$ cat config.mk
export PLATFORM = sky130hd
export DESIGN_NAME = regfile_wb_ctrl
export DESIGN_NICKNAME = d
export VERILOG_FILES = /design/src/rtl/regfile_wb_ctrl.sv
export SDC_FILE = /design/constraint.sdc
export NUM_CORES = 1
export LEC_CHECK = 0
export CAP_MARGIN = 20
export CORE_UTILIZATION = 30
export CTS_BUF_LIST = sky130_fd_sc_hd__clkbuf_2 sky130_fd_sc_hd__clkbuf_4 sky130_fd_sc_hd__clkbuf_8
export DETAILED_ROUTE_END_ITERATION = 8
export PLACE_DENSITY = 0.56
export SLEW_MARGIN = 20
export SYNTH_ARGS = -nofsm -noshare
export SYNTH_HDL_FRONTEND = slang
export SYNTH_SLANG_ARGS = --single-unit
$ cat constraint.sdc
create_clock -name clk -period 6 [get_ports clk]
set_input_delay 1.2 -clock clk [delete_from_list [all_inputs] [get_ports clk]]
set_output_delay 1.2 -clock clk [all_outputs]
set_load 0.1 [all_outputs]
$ cat src/rtl/regfile_wb_ctrl.sv
// Register-file writeback controller: queues ALU and load results in a small
// FIFO, drains one entry per cycle into the file, and forwards pending data.
module regfile_wb_ctrl #(
  parameter int DEPTH = 4
) (
  input  logic                     clk,
  input  logic                     reset,
  input  logic                     alu_valid,
  output logic                     alu_ready,
  input  logic [2:0]               alu_adr,
  input  logic [15:0]              alu_data,
  input  logic                     mem_valid,
  output logic                     mem_ready,
  input  logic [2:0]               mem_adr,
  input  logic [15:0]              mem_data,
  input  logic                     wb_hold,
  output logic [15:0]              W,
  output logic [2:0]               W_Adr,
  output logic                     we,
  input  logic [2:0]               R_Adr,
  input  logic [2:0]               S_Adr,
  input  logic [15:0]              rf_R,
  input  logic [15:0]              rf_S,
  output logic [15:0]              R_fwd,
  output logic [15:0]              S_fwd,
  output logic [$clog2(DEPTH):0]   pending
);

  localparam int PW = (DEPTH > 1) ? $clog2(DEPTH) : 1;
  localparam int CW = $clog2(DEPTH) + 1;

  logic [2:0]    r_adr  [DEPTH];
  logic [15:0]   r_data [DEPTH];
  logic [PW-1:0] r_head;
  logic [PW-1:0] r_tail;
  logic [CW-1:0] r_count;

  logic          w_drain;
  logic          w_space;
  logic          w_mem_enq;
  logic          w_alu_enq;
  logic          w_enq;
  logic [2:0]    w_enq_adr;
  logic [15:0]   w_enq_data;

  // Reset gates the drain so no file write can happen on a reset edge.
  assign w_drain   = (r_count != '0) && !wb_hold && !reset;
  assign w_space   = (int'(r_count) < DEPTH) || w_drain || reset;
  assign mem_ready = w_space;
  assign alu_ready = w_space && !mem_valid;

  assign w_mem_enq  = mem_valid && mem_ready && !reset;
  assign w_alu_enq  = alu_valid && alu_ready && !reset;
  assign w_enq      = w_mem_enq || w_alu_enq;
  assign w_enq_adr  = w_mem_enq ? mem_adr  : alu_adr;
  assign w_enq_data = w_mem_enq ? mem_data : alu_data;

  assign we      = w_drain;
  assign W       = w_drain ? r_data[r_head] : 16'h0000;
  assign W_Adr   = w_drain ? r_adr[r_head]  : 3'd0;
  assign pending = r_count;

  always_ff @(posedge clk) begin
    if (reset) begin
      r_head  <= '0;
      r_tail  <= '0;
      r_count <= '0;
    end else begin
      // When full and draining, the tail slot equals the head slot being
      // written out this cycle, so overwriting it here is safe.
      if (w_enq) begin
        r_adr[r_tail]  <= w_enq_adr;
        r_data[r_tail] <= w_enq_data;
        r_tail         <= r_tail + PW'(1);
      end
      if (w_drain) begin
        r_head <= r_head + PW'(1);
      end
      r_count <= r_count + CW'(w_enq) - CW'(w_drain);
    end
  end

  // Walk from oldest to youngest so the last match wins.
  always_comb begin
    logic [PW-1:0] v_idx;
    R_fwd = rf_R;
    S_fwd = rf_S;
    v_idx = '0;
    for (int k = 0; k < DEPTH; k++) begin
      v_idx = r_head + PW'(k);
      if (k < int'(r_count)) begin
        if (r_adr[v_idx] == R_Adr) R_fwd = r_data[v_idx];
        if (r_adr[v_idx] == S_Adr) S_fwd = r_data[v_idx];
      end
    end
  end

endmodule

==> impl_metrics.ini, run 1 <==
[outcome]
status = complete, no violations

[global_routing]
antenna_found_initial = 0
grt_first_pass_wirelength_mm = 30.6
first_global_vias = 5099
grt.total_usage_pct = 18.3
grt.overflow.total = 0
grt_max_degree = 63

[timing]
timing.fmax_mhz = 205
holdWs_ns = 0.559
period_needed_ns = 4.88
worstMarginPinSlew_ns = 0.985
slew_violations = 0
finalHoldViolations = 0
rsz0062_at_grt = no
slew_headroom_pct = 34.1
fin_worst_skew_ns = 0.0101
setup_viol = 0
timing.setup.tns_ns = 0
fin_crit_sh_pct = 81.4

[setup_path]
cp_num_buf_inv = 3
worstPathArrival_ns = 3.68
end_kind = primary output
ff2ff_path_depth = 8
critPathTopFamily = buffers and inverters
crit_cells = 8
path_cells = clkdlybuf4s50_1, xnor2_2, buf_4, nand4_2, a221o_1, a22oi_1, a21oi_1, buf_4
cpPeakStageDelay_ns = 0.64
crit_type = in2out
cp_common_cell = buf_4
worstPathMaxFanout = 17
critical-path-slowest-cell = clkdlybuf4s50_1
worst_setup_path_start_kind = primary input
required_ns = 4.80

[cells_and_area]
fin_area_sq_um = 8290
layout-drive-gt1-share_pct = 23.7
final_common_cell = clkdlybuf4s50_1
fin_cells = 975
final_cell_mix = clkdlybuf4s50_1, mux2i_1, edfxtp_1
synthToLayoutAreaGrowth_pct = 25.3
nets = 785
antenna_cells = 0

[drt]
wl_per_cell_microns = 21.2
drt_iter0_drc = 552
wirelength_mm = 20.7
viasPerCell = 5.42
antenna_left = 0
drtPass1Iterations = 5
drc = 0
route.vias.total = 5287

[clock_network]
clk_path_buf_depth = 2
cts.clk_slew.worst_paths_ns = 0.09
ctsHoldBuffers = 0
clockRootBuffer = clkbuf_8
cts_tree = yes
post-cts-setup-buffers = 0
insertion_delay_ns = 0.34
ctsResizeCount = 0
cts_buffers = 9
cts.sinks = 85
htree_levels = 3

[synthesis]
synth_area_leaders = edfxtp_1, mux2i_1, mux4_2
syn_area_sq_um = 6620
syn-num-nets = 673
ys_seq_elements = 85
synth.distinct_cells = 41
syn_avg_cell_area_sq_um = 11.3
synth_top_area_share_pct = 34.5
ys_seq_area_share_pct = 37.2
synthCells = 583
yosys_warnings = 0
synth_top_cell_by_area = edfxtp_1

[placed_design]
dpl_cell_area_sq_um = 8060
portBuffers = 137
dpl.hpwl_mm = 15.6
gp_congestion = 0.909
placed_cells = 959

[floorplanning]
dieArea_sq_um = 22600
rows = 53
io_pins = 138
dieWidth_microns = 150
coreArea_sq_um = 21300
initial_core_util_pct = 31.1
die_y_microns = 150

[power_and_ir_drop]
peakVddDrop_uv = 196
powerDensity_nw_per_um2 = 374
p_leak_uw = 0.00294

[flow_run]
cap_violations = 0

[min_path]
worst_hold_path.num_cells = 2
hold_class = reg2reg
-- kinds of logic (layout without fill, tap and decap cells) --
kind of cell             count (synthesis)  in the layout  synth area share [%]
XOR/XNOR                                27             27                  3.69
adder cells (fa/ha/maj)                  9              9                  1.82
multiplexers                           143            143                  27.7
AO/OA/AOI/OAI                          135            135                  14.8
buffers and inverters                   58            175                  4.52
flip-flops                              85             85                  37.2
AND/OR/NAND/NOR                        126            126                  10.3
-- final cells by class --
type                       count  area (sq um)
clock buffer                  11           145
clock inverter                 5          83.8
fill                        2011         13000
inverter                       9          33.8
multi-input combinational    440          3870
sequential                    85          2470
tap                          275           344
timing repair buffer         150          1340
-- routing by layer --
metal	vias up	part of all wire [%]	track usage, %
met5	-	0	0
met2	174	45	28.0
li1	2484	-	-
met3	8	5.1	1.76
met1	2621	49	27.5
met4	0	0.84	4.80
-- sequential cells by signal, summed over array words and instances, names as in the netlist, named ones only --
signal,flops
r_tail,2
r_data,64
pending,3
r_head,2
r_adr,12
-- synth_stat cells (all sizes together) --
library cell	count
mux4	28
ha	8
a21oi	66
o31ai	1
o21a	1
or4	1
nand3	2
mux2i	80
a22oi	16
inv	9
a211oi	16
a221o	32
nand2b	1
and3	16
nor4	2
nor2	53
o21ai	1
and2	24
clkbuf	24
a31oi	1
nor2b	18
a311oi	1
edfxtp	76
nand2	4
buf	25
nand4	4
fa	1
xor2	11
mux2	35
dfxtp	9
and4	1
xnor2	16
-- through the flow --
step	setup slack [ns]	utilization [%]	total power [uW]
6_report	1.12	38.9	3100
2_1_floorplan	0.850	-	2210
3_5_place_dp	1.13	37.9	2660
4_1_cts	1.13	38.9	3110
3_3_place_gp	1.13	37.8	2650
5_1_grt	0.999	38.9	3230
-- worst reg2reg max path, stage by stage, from the launching register on --
cell      delay (ns)
dfxtp_1         0.46
inv_1           0.17
a311oi_2        0.68
buf_4           0.36
ha_1            0.27
inv_1           0.06
ha_1            0.16
fa_1            0.40
nor2b_1         0.13
-- path summary, 6_finish.rpt --
check,startpoint,endpoint,slack (ns)
min,r_tail[1],r_tail[1],0.56
min reg2reg,r_tail[1],r_tail[1],0.56
max reg2reg,pending[2],pending[1],3.20
max,S_Adr[2],S_fwd[15],1.12
-- power by group --
part | switching, uW | total (uW) | internal, uW | leakage [uW]
clock | 196 | 447 | 251 | 0.000109
combinational | 1330 | 1870 | 533 | 0.00206
sequential | 66.2 | 786 | 720 | 0.000769
total | 1600 | 3100 | 1500 | 0.00294
Power figures use the tool's default switching activity.
==> inputs of run 2 (changes only) <==
clock period = 4.6 ns   (was 6 ns; I/O delays follow)
==> run 2 against run 1 <==
Die area unchanged. Non-clock buffer count increased by 7. Routed wire length increased by 6.9%. Combinational power increased by 54%. Hold slack got worse by 0.022 ns. Clock skew increased by 0.0096 ns. Total power increased by 43%. Sequential share of layout area decreased by 2.3 points. Highest routed layer unchanged.
==> impl_metrics.ini, run 2 (synthesized netlist as in run 1, its figures left out) <==
[outcome]
status = complete, no violations

[timing]
timing.fmax_mhz = 228
fin_worst_skew_ns = 0.0197
fin_crit_sh_pct = 95.3
setup_viol = 0
worstMarginPinSlew_ns = 0.998
slew_violations = 0
slew_headroom_pct = 33.2
rsz0062_at_grt = no
finalWorstSetupSlack_ns = 0.215
timing.setup.tns_ns = 0
finalHoldViolations = 0
period_needed_ns = 4.39

[clock_network]
cts_buffers = 9
htree_levels = 3
insertion_delay_ns = 0.38
ctsHoldBuffers = 0
cts.sinks = 85
post-cts-setup-buffers = 0
clk_path_buf_depth = 2
clockRootBuffer = clkbuf_8
cts.clk_slew.worst_paths_ns = 0.10
cts_tree = yes
ctsResizeCount = 0

[cells_and_area]
largest_reg_flops = 64
largest_register = r_data
nets = 792
final_common_cell = clkdlybuf4s50_1
layout-drive-gt1-share_pct = 26.4
antenna_cells = 0
synthToLayoutAreaGrowth_pct = 35.6
final_cell_mix = clkdlybuf4s50_1, mux2i_1, edfxtp_1

[drt]
wirelength_mm = 22.1
wl_per_cell_microns = 22.5
antenna_left = 0
drt_iter0_drc = 392
drtPass1Iterations = 5
drc = 0
route.vias.total = 5366
viasPerCell = 5.46

[floorplanning]
rows = 53
coreArea_sq_um = 21300
io_pins = 138
dieArea_sq_um = 22600
die_y_microns = 150
dieWidth_microns = 150
initial_core_util_pct = 31.1

[placed_design]
gp_congestion = 0.926
dpl.hpwl_mm = 16.6
post-place-ws_ns = 0.170
portBuffers = 137

[power_and_ir_drop]
powerDensity_nw_per_um2 = 496
peakVddDrop_uv = 207
p_leak_uw = 0.00317
power.total_uw = 4450

[global_routing]
antenna_found_initial = 0
grt.total_usage_pct = 19.6
grt.overflow.total = 0
first_global_vias = 5180
grt_max_degree = 83
grt_first_pass_wirelength_mm = 32.5

[setup_path]
worst_setup_path_start_kind = primary input
worstPathArrival_ns = 3.47
worstPathMaxFanout = 14
end_kind = primary output
required_ns = 3.68
crit_type = in2out

[flow_run]
cap_violations = 0

[min_path]
hold_class = reg2reg
-- run 2: cell types whose count changed in the layout (fill, tap and decap cells not counted), sizes merged --
| cell | change |
|---|---|
| clkinvlp | -1 |
| clkinv | +1 |
| clkdlybuf4s50 | -2 |
| buf | +9 |
| bufinv | -1 |
| inv | +3 |
| clkbuf | -2 |
-- run 2: per-stage QoR --
stage	instances	util (%)	cell area, sq um	hold slack [ns]
floorplan	583	-	6680	0.486
global placement	966	41.2	8760	0.510
detailed placement	966	41.2	8760	0.521
CTS	982	42.1	8970	0.544
global route	982	42.1	8970	0.585
finish	982	42.1	8970	0.536
-- run 2: power breakdown --
group | internal [uW] | total [uW] | leakage [uW] | switching, uW
Clock | 260 | 564 | 0.000104 | 304
Sequential | 938 | 1000 | 0.000769 | 65.7
Combinational | 1030 | 2880 | 0.00229 | 1850
-- run 2: worst paths after layout --
check / startpoint / to / slack, ns / depth (start not counted)
hold / removal: r_tail[0] / r_tail[0] / 0.54 / 1
setup reg to reg: pending[2] / pending[1] / 2.31 / 8
setup / recovery: R_Adr[1] / R_fwd[3] / 0.21 / 8
hold reg to reg: r_tail[0] / r_tail[0] / 0.54 / 1
-- run 2: area by class of cell --
cell class,instances,area (sq um)
Inverter,9,33.8
Sequential cell,85,2470
Clock buffer,9,124
Timing Repair Buffer,157,1990
Clock inverter,7,82.6
Multi-Input combinational cell,440,3930
Fill cell,1959,12300
Tap cell,275,344
-- run 2: critical path: stages --
cell             delay (ns)
clkdlybuf4s50_1        0.52
xnor2_1                0.25
nand4_2                0.60
buf_4                  0.40
mux2i_1                0.17
a211oi_1               0.09
a221o_1                0.32
buf_12                 0.18
-- run 2: metal layers --
layer	global-route usage (%)	wire length, microns
met3	2.15	1240
met1	29.0	10400
met2	30.1	10100
met4	5.20	330
met5	0	0
==> inputs of run 3 (changes only) <==
ABC_AREA = 1   (was default)
PLACE_DENSITY = 0.55   (was 0.56)
==> run 3 against run 2 <==
Non-clock buffer count up 11. Global-route usage down 0.38 points. Largest power group unchanged. Routed wire length up 13%. Hold slack better by 0.021 ns. Clock-buffer cell count up 3. Core utilization down 1.3 points. Total power up 38%. Setup slack better by 0.31 ns. Combinational power up 60%. Cell count up 59%. Clock power down 10%.
==> impl_metrics.ini, run 3 <==
[setup_path]
worstPathArrival_ns = 3.15
end_kind = primary output
r2r-end = pending[2]
ff2ff_path_depth = 11
reg2reg_setup_slack_ns = 2.04
worstPathMaxFanout = 31
worst_setup_path_start_kind = flop
timing.rr.start = pending[2]
required_ns = 3.68
crit_path_end = R_fwd[2]
crit_type = reg2out
critPathLaunch = r_head[0]

[floorplanning]
rows = 57
dieWidth_microns = 160
dieArea_sq_um = 25700
die_y_microns = 160
initial_core_util_pct = 30.8
coreArea_sq_um = 24500
io_pins = 138

[cells_and_area]
largest_register = r_data
largest_reg_flops = 64
final_cell_mix = nand2_1, nand3_1, inv_1
nets = 1326
antenna_cells = 0
synthToLayoutAreaGrowth_pct = 32.8
final_common_cell = nand2_1
layout-drive-gt1-share_pct = 14.7
fin_area_sq_um = 9990

[synthesis]
synth-simple-area-share_pct = 35.5
synth_fa_ha_area_share_pct = 1.60
synthCells = 1116
synth_top_cell_by_area = edfxtp_1
synth_ff_type = edfxtp_1
synth_xor_area_share_pct = 0.349
synth_top_area_share_pct = 30.3
syn_area_sq_um = 7520
synth_top_cells_by_count = nand2_1, nand3_1, inv_1
synthArstFlopShare_pct = 0
synth_area_leaders = edfxtp_1, nand2_1, nand3_1
syn-num-nets = 1206
post-synth-top-count-cell = nand2_1
synthMuxAreaShare_pct = 4.97
ys_seq_area_share_pct = 32.7
synth_edf_count = 76
syn_avg_cell_area_sq_um = 6.74
synth_compound_area_share_pct = 13.4
yosys_warnings = 0
synth_top_family_by_area = simple AND/OR/NAND/NOR gates
ys_seq_elements = 85
synth.distinct_cells = 32

[drt]
drc = 0
route.vias.total = 7737
antenna_left = 0
viasPerCell = 4.94
wl_per_cell_microns = 15.9
drt_iter0_drc = 649
drtPass1Iterations = 5
wirelength_mm = 24.9

[timing]
finalHoldViolations = 0
period_needed_ns = 4.07
slew_headroom_pct = 35.7
rsz0062_at_grt = no
timing.fmax_mhz = 246
slew_violations = 0
fin_crit_sh_pct = 88.5
setup_viol = 0
fin_worst_skew_ns = 0.00872
worstMarginPinSlew_ns = 0.961

[placed_design]
dpl.hpwl_mm = 19.7
portBuffers = 137
dpl_cell_area_sq_um = 9790
gp_congestion = 0.860

[flow_run]
cap_violations = 0

[global_routing]
grt_first_pass_wirelength_mm = 38.8
first_global_vias = 6904
grt.total_usage_pct = 19.2
grt_max_degree = 65
grt.overflow.total = 0
antenna_found_initial = 0

[power_and_ir_drop]
power.total_uw = 6140
p_leak_uw = 0.00441
peakVddDrop_uv = 321
powerDensity_nw_per_um2 = 615

[min_path]
hold_class = reg2reg

[outcome]
status = complete, no violations

[clock_network]
clockRootBuffer = clkbuf_8
clk_path_buf_depth = 2
cts.sinks = 85
cts_tree = yes
cts_buffers = 9
ctsHoldBuffers = 0
ctsResizeCount = 0
htree_levels = 3
post-cts-setup-buffers = 0
cts.clk_slew.worst_paths_ns = 0.07
insertion_delay_ns = 0.35
[run 3: worst min path at each step]
stage                    from   endpoint  slack (ns)  cells after the start
floorplan           r_tail[1]  r_tail[1]        0.51                      2
global placement    r_tail[1]  r_tail[1]        0.55                      2
detailed placement  r_tail[1]  r_tail[1]        0.55                      2
CTS                 r_tail[1]  r_tail[1]        0.56                      2
global route        r_tail[0]  r_tail[0]        0.62                      2
finish              r_tail[1]  r_tail[1]        0.56                      2
[run 3: metrics by stage]
step           worst slack, ns  TNS (ns)  cells  util [%]  hold WS (ns)
6_report                 0.527         0   1565      40.8         0.557
5_1_grt                  0.313         0   1565      40.8         0.619
4_1_cts                  0.517         0   1565      40.8         0.562
3_5_place_dp             0.643         0   1549      40.0         0.551
3_3_place_gp             0.597         0   1549      40.0         0.552
2_1_floorplan           -0.288     -3.88   1116         -         0.507
[run 3: cell families (layout without fill, tap and decap cells)]
| logic type | count (synthesis) | count (layout) |
|---|---|---|
| and+or+nand+nor | 621 | 621 |
| AOI/OAI and AO/OA | 163 | 163 |
| muxes | 35 | 35 |
| DFF | 85 | 85 |
| buffers and inverters | 200 | 325 |
| xor gates and xnor gates | 3 | 3 |
| adders and majority gates | 9 | 9 |
[run 3: worst max-delay path: stages, from the launching register on]
cell	delay [ns]
dfxtp_2	0.34
buf_4	0.33
buf_4	0.40
nand2_1	0.08
nand2_1	0.10
nand2_1	0.09
a21oi_1	0.19
nor2_2	0.06
buf_4	0.20
nand2_2	0.08
buf_4	0.22
nand2_1	0.08
inv_1	0.06
nand2_1	0.04
a21oi_1	0.28
buf_12	0.22
[run 3: cell type report]
class                      count  area (sq um)
fill                        2529         14500
multi-input combinational    831          4290
sequential                    85          2460
timing repair buffer         168          2110
inverter                     141           529
tap                          324           405
clock buffer                  12           146
clock inverter                 4          48.8
[run 3: per-layer routing]
metal	track usage, %	wire length (microns)	share of wire (%)
met2	28.4	10600	43
met5	0	0	0
met4	3.77	185	0.74
met3	2.07	1700	6.8
met1	29.8	12400	50
[run 3: where the power goes]
| group | leakage (uW) | internal, uW | switching, uW |
|---|---|---|---|
| combinational | 0.00355 | 1410 | 3190 |
| clock | 0.0000945 | 267 | 239 |
| sequential | 0.000767 | 965 | 67.9 |
| total | 0.00441 | 2640 | 3500 |
